--- src/rtl/jpeg_q_pkg.sv ---
// Shared constants, state encoding and zigzag scan table for the JPEG quantizer.
package jpeg_q_pkg;
    localparam int NCOEF   = 64;
    localparam int IDX_W   = 6;
    localparam int COEF_W  = 16;
    localparam int RECIP_W = 16;
    localparam int OUT_W   = 12;
    localparam int OUT_MAX = 2047;

    typedef enum logic [1:0] {
        S_IDLE,
        S_RUN,
        S_DRAIN,
        S_DONE
    } state_e;

    // Zigzag position -> raster address within the 8x8 block.
    localparam logic [IDX_W-1:0] ZZ2RASTER [NCOEF] = '{
         0,  1,  8, 16,  9,  2,  3, 10,
        17, 24, 32, 25, 18, 11,  4,  5,
        12, 19, 26, 33, 40, 48, 41, 34,
        27, 20, 13,  6,  7, 14, 21, 28,
        35, 42, 49, 56, 57, 50, 43, 36,
        29, 22, 15, 23, 30, 37, 44, 51,
        58, 59, 52, 45, 38, 31, 39, 46,
        53, 60, 61, 54, 47, 55, 62, 63
    };
endpackage

--- src/rtl/q_round.sv ---
// Combinational quantizer: scales |x| by a Q15 reciprocal, rounds half away
// from zero, saturates the magnitude and restores the sign.
module q_round
    import jpeg_q_pkg::*;
#(
    parameter int OMAX = jpeg_q_pkg::OUT_MAX
) (
    input  logic signed [COEF_W-1:0]  x_i,
    input  logic        [RECIP_W-1:0] r_i,
    output logic signed [OUT_W-1:0]   q_o
);
    logic                 neg;
    logic [COEF_W-1:0]    mag;
    logic [16:0]          qfull;
    logic [OUT_W-2:0]     qsat;
    logic signed [OUT_W-1:0] qpos;

    assign neg = x_i[COEF_W-1];
    // -32768 wraps back to 0x8000, which read unsigned is the wanted 32768.
    assign mag = neg ? COEF_W'(-x_i) : COEF_W'(x_i);

    assign qfull = 17'((32'(mag) * 32'(r_i) + 32'd16384) >> 15);
    assign qsat  = (qfull > 17'(OMAX)) ? (OUT_W-1)'(OMAX) : qfull[OUT_W-2:0];
    assign qpos  = $signed({1'b0, qsat});

    // Negating zero yields zero, so a zero result is always +0.
    assign q_o = neg ? -qpos : qpos;
endmodule

--- src/rtl/q_sched.sv ---
// Block quantization scheduler: issues zigzag-ordered coefficient/reciprocal
// reads, quantizes the returned pair and streams results over valid/ready.
module q_sched #(
    parameter int NCOEF   = 64,
    parameter int OUT_MAX = 2047
) (
    input  logic        clk_i,
    input  logic        rstn_i,
    input  logic        start_i,
    input  logic        table_sel_i,
    output logic        busy_o,
    output logic        done_o,
    output logic        src_rd_o,
    output logic [5:0]  src_addr_o,
    input  logic [15:0] src_data_i,
    output logic [6:0]  qt_addr_o,
    input  logic [15:0] qt_data_i,
    output logic        out_valid_o,
    input  logic        out_ready_i,
    output logic [11:0] out_data_o,
    output logic [5:0]  out_idx_o
);
    import jpeg_q_pkg::*;

    localparam logic [IDX_W-1:0] LAST = IDX_W'(NCOEF - 1);

    state_e state_q, state_d;
    logic [IDX_W-1:0] issue_cnt_q, issue_cnt_d;
    logic [IDX_W-1:0] out_cnt_q, out_cnt_d;
    logic             sel_q, sel_d;

    logic             s1_vld_q;
    logic [IDX_W-1:0] s1_idx_q;
    logic             out_vld_q;
    logic [OUT_W-1:0] out_data_q;
    logic [IDX_W-1:0] out_idx_q;

    logic             advance;
    logic             xfer;
    logic             rd;
    logic signed [OUT_W-1:0] q_val;

    // The whole pipeline moves only when the output slot is free or draining.
    assign advance = !out_vld_q || out_ready_i;
    assign xfer    = out_vld_q && out_ready_i;
    assign rd      = (state_q == S_RUN) && advance;

    always_comb begin
        state_d     = state_q;
        issue_cnt_d = issue_cnt_q;
        out_cnt_d   = out_cnt_q;
        sel_d       = sel_q;
        if (xfer) begin
            out_cnt_d = out_cnt_q + 1'b1;
        end
        case (state_q)
            S_IDLE: begin
                if (start_i) begin
                    state_d     = S_RUN;
                    sel_d       = table_sel_i;
                    issue_cnt_d = '0;
                    out_cnt_d   = '0;
                end
            end
            S_RUN: begin
                if (rd) begin
                    issue_cnt_d = issue_cnt_q + 1'b1;
                    if (issue_cnt_q == LAST) begin
                        state_d = S_DRAIN;
                    end
                end
            end
            S_DRAIN: begin
                if (xfer && (out_cnt_q == LAST)) begin
                    state_d = S_DONE;
                end
            end
            S_DONE:  state_d = S_IDLE;
            default: state_d = S_IDLE;
        endcase
    end

    always_ff @(posedge clk_i or negedge rstn_i) begin
        if (!rstn_i) begin
            state_q     <= S_IDLE;
            issue_cnt_q <= '0;
            out_cnt_q   <= '0;
            sel_q       <= 1'b0;
        end else begin
            state_q     <= state_d;
            issue_cnt_q <= issue_cnt_d;
            out_cnt_q   <= out_cnt_d;
            sel_q       <= sel_d;
        end
    end

    q_round #(
        .OMAX (OUT_MAX)
    ) u_round (
        .x_i (src_data_i),
        .r_i (qt_data_i),
        .q_o (q_val)
    );

    // Stage 1 is the RAM read latency; its data is held by the RAM during stalls.
    always_ff @(posedge clk_i or negedge rstn_i) begin
        if (!rstn_i) begin
            s1_vld_q   <= 1'b0;
            s1_idx_q   <= '0;
            out_vld_q  <= 1'b0;
            out_data_q <= '0;
            out_idx_q  <= '0;
        end else if (advance) begin
            s1_vld_q <= rd;
            if (rd) begin
                s1_idx_q <= issue_cnt_q;
            end
            if (s1_vld_q) begin
                out_vld_q  <= 1'b1;
                out_data_q <= q_val;
                out_idx_q  <= s1_idx_q;
            end else begin
                out_vld_q  <= 1'b0;
            end
        end
    end

    assign busy_o      = (state_q == S_RUN) || (state_q == S_DRAIN);
    assign done_o      = (state_q == S_DONE);
    assign src_rd_o    = rd;
    assign src_addr_o  = ZZ2RASTER[issue_cnt_q];
    assign qt_addr_o   = {sel_q, src_addr_o};
    assign out_valid_o = out_vld_q;
    assign out_data_o  = out_data_q;
    assign out_idx_o   = out_idx_q;
endmodule
--- config.mk ---
export PLATFORM = sky130hd
export DESIGN_NAME = q_sched
export DESIGN_NICKNAME = d
export VERILOG_FILES = /design/src/rtl/jpeg_q_pkg.sv /design/src/rtl/q_round.sv /design/src/rtl/q_sched.sv
export SDC_FILE = /design/constraint.sdc
export NUM_CORES = 1
export LEC_CHECK = 0
export CORE_MARGIN = 4
export CORE_UTILIZATION = 60
export DETAILED_ROUTE_END_ITERATION = 8
export PLACE_DENSITY = 0.8
export SLEW_MARGIN = 20
export SYNTH_ARGS = -nofsm -noshare
export SYNTH_HDL_FRONTEND = slang
export SYNTH_SLANG_ARGS = --single-unit
--- constraint.sdc ---
create_clock -name clk_i -period 3.1 [get_ports clk_i]
set_input_delay 0.62 -clock clk_i [delete_from_list [all_inputs] [get_ports clk_i]]
set_output_delay 0.62 -clock clk_i [all_outputs]
set_load 0.01 [all_outputs]
# [Word level (Yosys, flattened, before mapping)]
# Memory sizes are Yosys's and may differ from the RTL's.
# Cells that the tools add are included.
[word_totals] reg_bits=41 rom_bits=384 inputBits=37 output_inout_bits=35 word_cells=58 n_memories=1
[memory_table] memory="(no name shown)" words=64 width=6 read_ports=1 rd_clocked_by_memory_dff=0 write_ports=0 line_no="q_sched.sv:131" source="assign src_addr_o = ZZ2RASTER[issue_cnt_q];"
[classes] add_sub_neg=5 mul=1 n_lt_le_gt_ge=2 eq_ne=9 n_mux=17 n_bitwise=1 n_reduce_logical=13
[op_table] operator="2-to-1 mux 6 bit" n=7
[op_table] operator="adder 32 x 15 -> 32 bit, second input constant" n=1
[op_table] operator="multiplier 16 x 16 -> 32 bit" n=1
[op_table] operator="> comparator 17 x 11 -> 1 bit, second input constant" n=1
[op_table] operator="2-to-1 mux 16 bit" n=1
[op_table] operator="negation 16 bit" n=1
[op_table] operator="adder 6 x 1 -> 6 bit, second input constant" n=2
[op_table] operator="== test 6 bit, second input constant" n=2
[op_table] operator="2-to-1 mux 12 bit" n=1
[op_table] operator="negation 11 -> 12 bit" n=1
[op_table] operator="one-hot mux 6 bit (2 select lines)" n=1
[op_table] operator="2-to-1 mux 11 bit" n=1
[op_table] operator="2-to-1 mux 2 bit" n=4
[op_table] operator="inequality test 2 bit, second input constant" n=4
[op_table] operator="one-hot mux 2 bit (4 select lines)" n=1
[op_table] operator=">= comparator 7 bit, second input constant" n=1
[op_table] operator="inverter 6 -> 7 bit" n=1
[op_table] operator="AND reduction 2 bit" n=3
[op_table] operator="== test 2 bit, second input constant" n=2
[op_table] operator="AND reduction 4 bit" n=1
[op_table] operator="logical AND 1 bit" n=3
[op_table] operator="AND reduction 3 bit" n=1
[op_table] operator="== test 2 x 1 -> 1 bit, second input constant" n=1
[op_table] operator="zero test 2 bit" n=1
[op_table] operator="other kinds (4)" n=5

# [Depth between registers and ports, before layout]
[depth] ltp_word=8 mapped_depth=38 mapped_depth_nobuf=36

# [Cells and area by module]
# Synthesis repeated with hierarchy kept, for this count alone.
[unflattened] cells_unflattened=1397 hier_area_um2=12219.2
[by_module_without_submodules] module="q_round" n_inst=1 cells_each=1154 area_each_um2=9619.2 seq_area_each_um2=0.0
[by_module_without_submodules] module="q_sched" n_inst=1 cells_each=243 area_each_um2=2600.0 seq_area_each_um2=1026.0

# [Worst setup path after synthesis]
# No wires, ideal clock.
[synth_timing] path_kind="input port to flip-flop" startpoint="input port src_data_i[4]" endpoint="register out_data_q[10], in the netlist out_data_o[10]" t_arrival_ns=8.970 slack_ns=-5.990 cell_stages=34 n_path_buf=3 path_cell_list="or4_1 -> o21ai_0 -> nand2_1 -> o21ai_0 -> xnor2_1 -> clkbuf_1 -> nand2_1 -> fa_1 -> fa_1 -> inv_1 -> fa_1 -> fa_1 -> fa_1 -> inv_1 -> fa_1 -> inv_1 -> ha_1 -> clkbuf_1 -> nand2_1 -> nor3_1 -> o211ai_2 -> a211oi_1 -> o221ai_1 -> xnor2_1 -> nor4_4 -> buf_6 -> and2b_1 -> ha_1 -> o21ai_1 -> nor4bb_2 -> nand3_1 -> o311ai_1 -> o41ai_1 -> a31o_1"
[synth_between] elab_chain_cells=8
[synth_lines] element="start, declared" line_no="q_sched.sv:15" source="input logic [15:0] src_data_i,"
[synth_lines] element="negation 16 bit" line_no="q_round.sv:20" source="assign mag = neg ? COEF_W'(-x_i) : COEF_W'(x_i);"
[synth_lines] element="2-to-1 mux 16 bit *" line_no="q_round.sv:20"
[synth_lines] element="multiplier 16 x 16 -> 32 bit *" line_no="q_round.sv:22" source="assign qfull = 17'((32'(mag) * 32'(r_i) + 32'd16384) >> 15);"
[synth_lines] element="adder 32 x 15 -> 32 bit *" line_no="q_round.sv:22"
[synth_lines] element="> comparator 17 x 11 -> 1 bit" line_no="q_round.sv:23" source="assign qsat = (qfull > 17'(OMAX)) ? (OUT_W-1)'(OMAX) : qfull[OUT_W-2:0];"
[synth_lines] element="2-to-1 mux 11 bit *" line_no="q_round.sv:23"
[synth_lines] element="negation 11 -> 12 bit" line_no="q_round.sv:27" source="assign q_o = neg ? -qpos : qpos;"
[synth_lines] element="2-to-1 mux 12 bit *" line_no="q_round.sv:27"
[synth_lines] element="end signal, assigned" line_no="q_sched.sv:120" source="out_data_q <= q_val;"
[synth_lines] element="end, declared" line_no="q_sched.sv:35" source="logic [OUT_W-1:0] out_data_q;"
# Every way passes the cells marked *; elsewhere a longest branch is shown, timed or not.
# A chain may end at the register's enable or synchronous reset.

# [Worst setup path in the final report]
# Same ends and word-level chain as after synthesis.

==> flow_summary.json <==
{
  "route.detailed.drc": 0,
  "first_pass_iters": 5,
  "whs_ns": 0.450,
  "nFillCells": 1206,
  "synth_top_area_share_pct": 32.2,
  "synthDistinctLibCells": 74,
  "cts.sinks": 41,
  "diodes": 0,
  "maxSlewHeadroom_pct": 41.8,
  "worstMarginPinSlew_ns": 0.873,
  "syn_area_sq_um": 12100,
  "ctsHoldBuffers": 0,
  "end_kind": "register",
  "drt-total-wl_um": 36200,
  "track_usage_pct": 31.5,
  "hold_viol": 0,
  "synth-edff-count": 0,
  "ys_seq_elements": 41,
  "path_buf_inv": 8,
  "port_buffers": 71,
  "violations": "negative setup slack",
  "clk-insertion-delay-late_ns": 0.28,
  "cpPeakStageDelay_ns": 0.59,
  "min-delay-path-class": "primary input to asynchronous set/reset pin",
  "grt_max_degree": 42,
  "crit_path_frequent_cell": "fa_1",
  "synth_cells": 1414,
  "synthesis.nets": 1780,
  "clk_pin_slew_ns": 0.06,
  "antenna_found_initial": 1,
  "grt_pass1_vias": 11700,
  "tritoncts": "built",
  "setup_ws_ns": -5.65,
  "drv_slew": 0,
  "max-clock-path-buffers": 2,
  "cp.arrival_ns": 8.92,
  "die_width_um": 150,
  "synth-seq-area-share_pct": 8.51,
  "pre_cts_ws_ns": -6.31,
  "fin_crit_ns": 8.75,
  "synth_area_leaders": "fa_1 32%, ha_1 14%, dfrtp_1 8.5%",
  "wire_per_inst_um": 18.8,
  "cpLargestDelayFamily": "adder cells",
  "maxCapViolations": 0,
  "required_ns": 3.27,
  "ant_nets": 0,
  "cts-root-buf": "clkbuf_16",
  "viasPerCell": 5.75,
  "chipHeight_um": 150,
  "start_util_pct": 61.5,
  "overflow": 0,
  "via_count": 11100,
  "core_area_sq_um": 19600,
  "io_pins": 72,
  "rsz0062_at_grt": "true",
  "drtIter0Drc": 1086,
  "nets": 2030,
  "drive_gt1_share_pct": 23.5,
  "utilization_pct": 79.6,
  "cp_slowest_cell": "or4_4",
  "synthToLayoutAreaGrowth_pct": 29.3,
  "max_freq_mhz": 114,
  "synth_async_sr_flop_share_pct": 100,
  "period_share_pct": 282,
  "synth_area_per_cell_sq_um": 8.53,
  "outcome": "finished, violations left",
  "fin_skew_ns": 0.00360,
  "yosysWarnings": 0,
  "critPathMaxFanout": 7,
  "cts_buffers": 5,
  "design.die.area_sq_um": 22400,
  "critPathKind": "primary input to register",
  "h-tree-depth": 2,
  "dominantRegCellSynth": "dfrtp_1",
  "dp_hpwl_um": 26400,
  "critPathLaunchType": "primary input",
  "placementRows": 51,
  "grt_pass1_wl_um": 56800,
  "gp_congestion": 0.950,
  "setup_viol": 12,
  "synth_top_area_cell": "fa_1"
}
==> state kept, by name, indices dropped and copies added (netlist names) <==
name / count
issue_cnt_q: 6
out_cnt_q: 6
out_data_o: 12
out_idx_o: 6
out_valid_o: 1
s1_idx_q: 6
s1_vld_q: 1
sel_q: 1
state_q: 2
==> logic make-up after synthesis <==
family                   after synthesis  synth area share (%)
AND/OR/NAND/NOR                      478                  19.8
adder cells (fa/ha/maj)              329                  46.2
buffers and inverters                322                  10.4
AO/OA/AOI/OAI                        187                  10.3
flip-flops                            41                  8.51
XOR/XNOR                              38                  2.76
multiplexers                          19                  2.03
==> through the flow <==
stage               instances  area, sq um  TNS, ns
detailed placement       1889        14500   -67.10
floorplan                1414        12200   -55.59
global placement         1889        14500   -65.47
finish                   1930        15600   -60.20
CTS                      1922        15300   -58.69
global route             1930        15600   -62.69
==> final timing paths <==
check | from | endpoint | slack [ns] | depth (start not counted)
worst min register to register | sel_q | sel_q | 0.49 | 2
worst max register to register | state_q[0] | issue_cnt_q[5] | 1.00 | 8
min in group clk_i | sel_q | sel_q | 0.49 | 2
worst max-delay path | src_data_i[4] | out_data_o[10] | -5.65 | 34
max in group asynchronous | rstn_i | issue_cnt_q[4] | 2.05 | 1
worst min-delay path | rstn_i | state_q[1] | 0.45 | 1
==> synthesized netlist by cell type, types with 6 or more instances <==
cell        n
xor2_1     12
o211ai_1    8
o21a_1     10
nand3_1    14
dfrtp_1    41
clkbuf_1   57
nor2b_1    13
and2_1    138
a21o_1      9
mux2i_1    11
and3_1      6
nor3_1     10
buf_4       9
nand4_1    12
ha_1      135
nand2b_1    9
nand2_1   218
xnor2_1    26
a21oi_1    48
inv_1     253
fa_1      194
nor2_1     36
o21ai_1     7
o21ai_0    45
==> per-layer routing <==
metal	part of all wire, %	global-route usage, %	wire, um
met1	38	40.3	13900
met2	50	54.8	18100
met3	7.0	4.60	2550
met4	4.7	11.0	1700
met5	0	0	0
==> placed cells by master, fill, tap and decap left out, drive strengths merged, types with 6 or more instances in the layout <==
master	Yosys	final
a21boi	6	6
a21o	9	9
a21oi	50	50
a221oi	6	6
and2	138	138
and3	6	6
buf	11	244
clkbuf	57	8
clkdlybuf4s50	0	53
dfrtp	41	41
dlygate4sd2	0	7
fa	194	194
ha	135	135
inv	254	254
mux2i	11	11
nand2	218	218
nand2b	9	9
nand3	14	14
nand4	13	13
nor2	36	36
nor2b	13	13
nor3	11	11
o211ai	9	9
o21a	11	11
o21ai	52	52
o31ai	6	6
xnor2	26	26
xor2	12	12
==> cell type report <==
type	count	area, sq um	area share [%]
Clock inverter	1	30.0	0.193
Tap cell	265	332	2.13
Clock buffer	7	143	0.915
Sequential cell	41	1030	6.60
Inverter	254	953	6.12
Multi-Input combinational cell	1051	10500	67.2
Timing Repair Buffer	311	2620	16.8
==> what timing repair did <==
item | in CTS | in global routing
setup endpoints to repair | 18 | 19
pin swaps | 81 | 33
resized for setup | 118 | 56
buffers inserted | 27 | 9
Power is left out: the tool's default activity adds up to more than one toggle a clock period on the data nets, which glitch-free logic cannot reach.
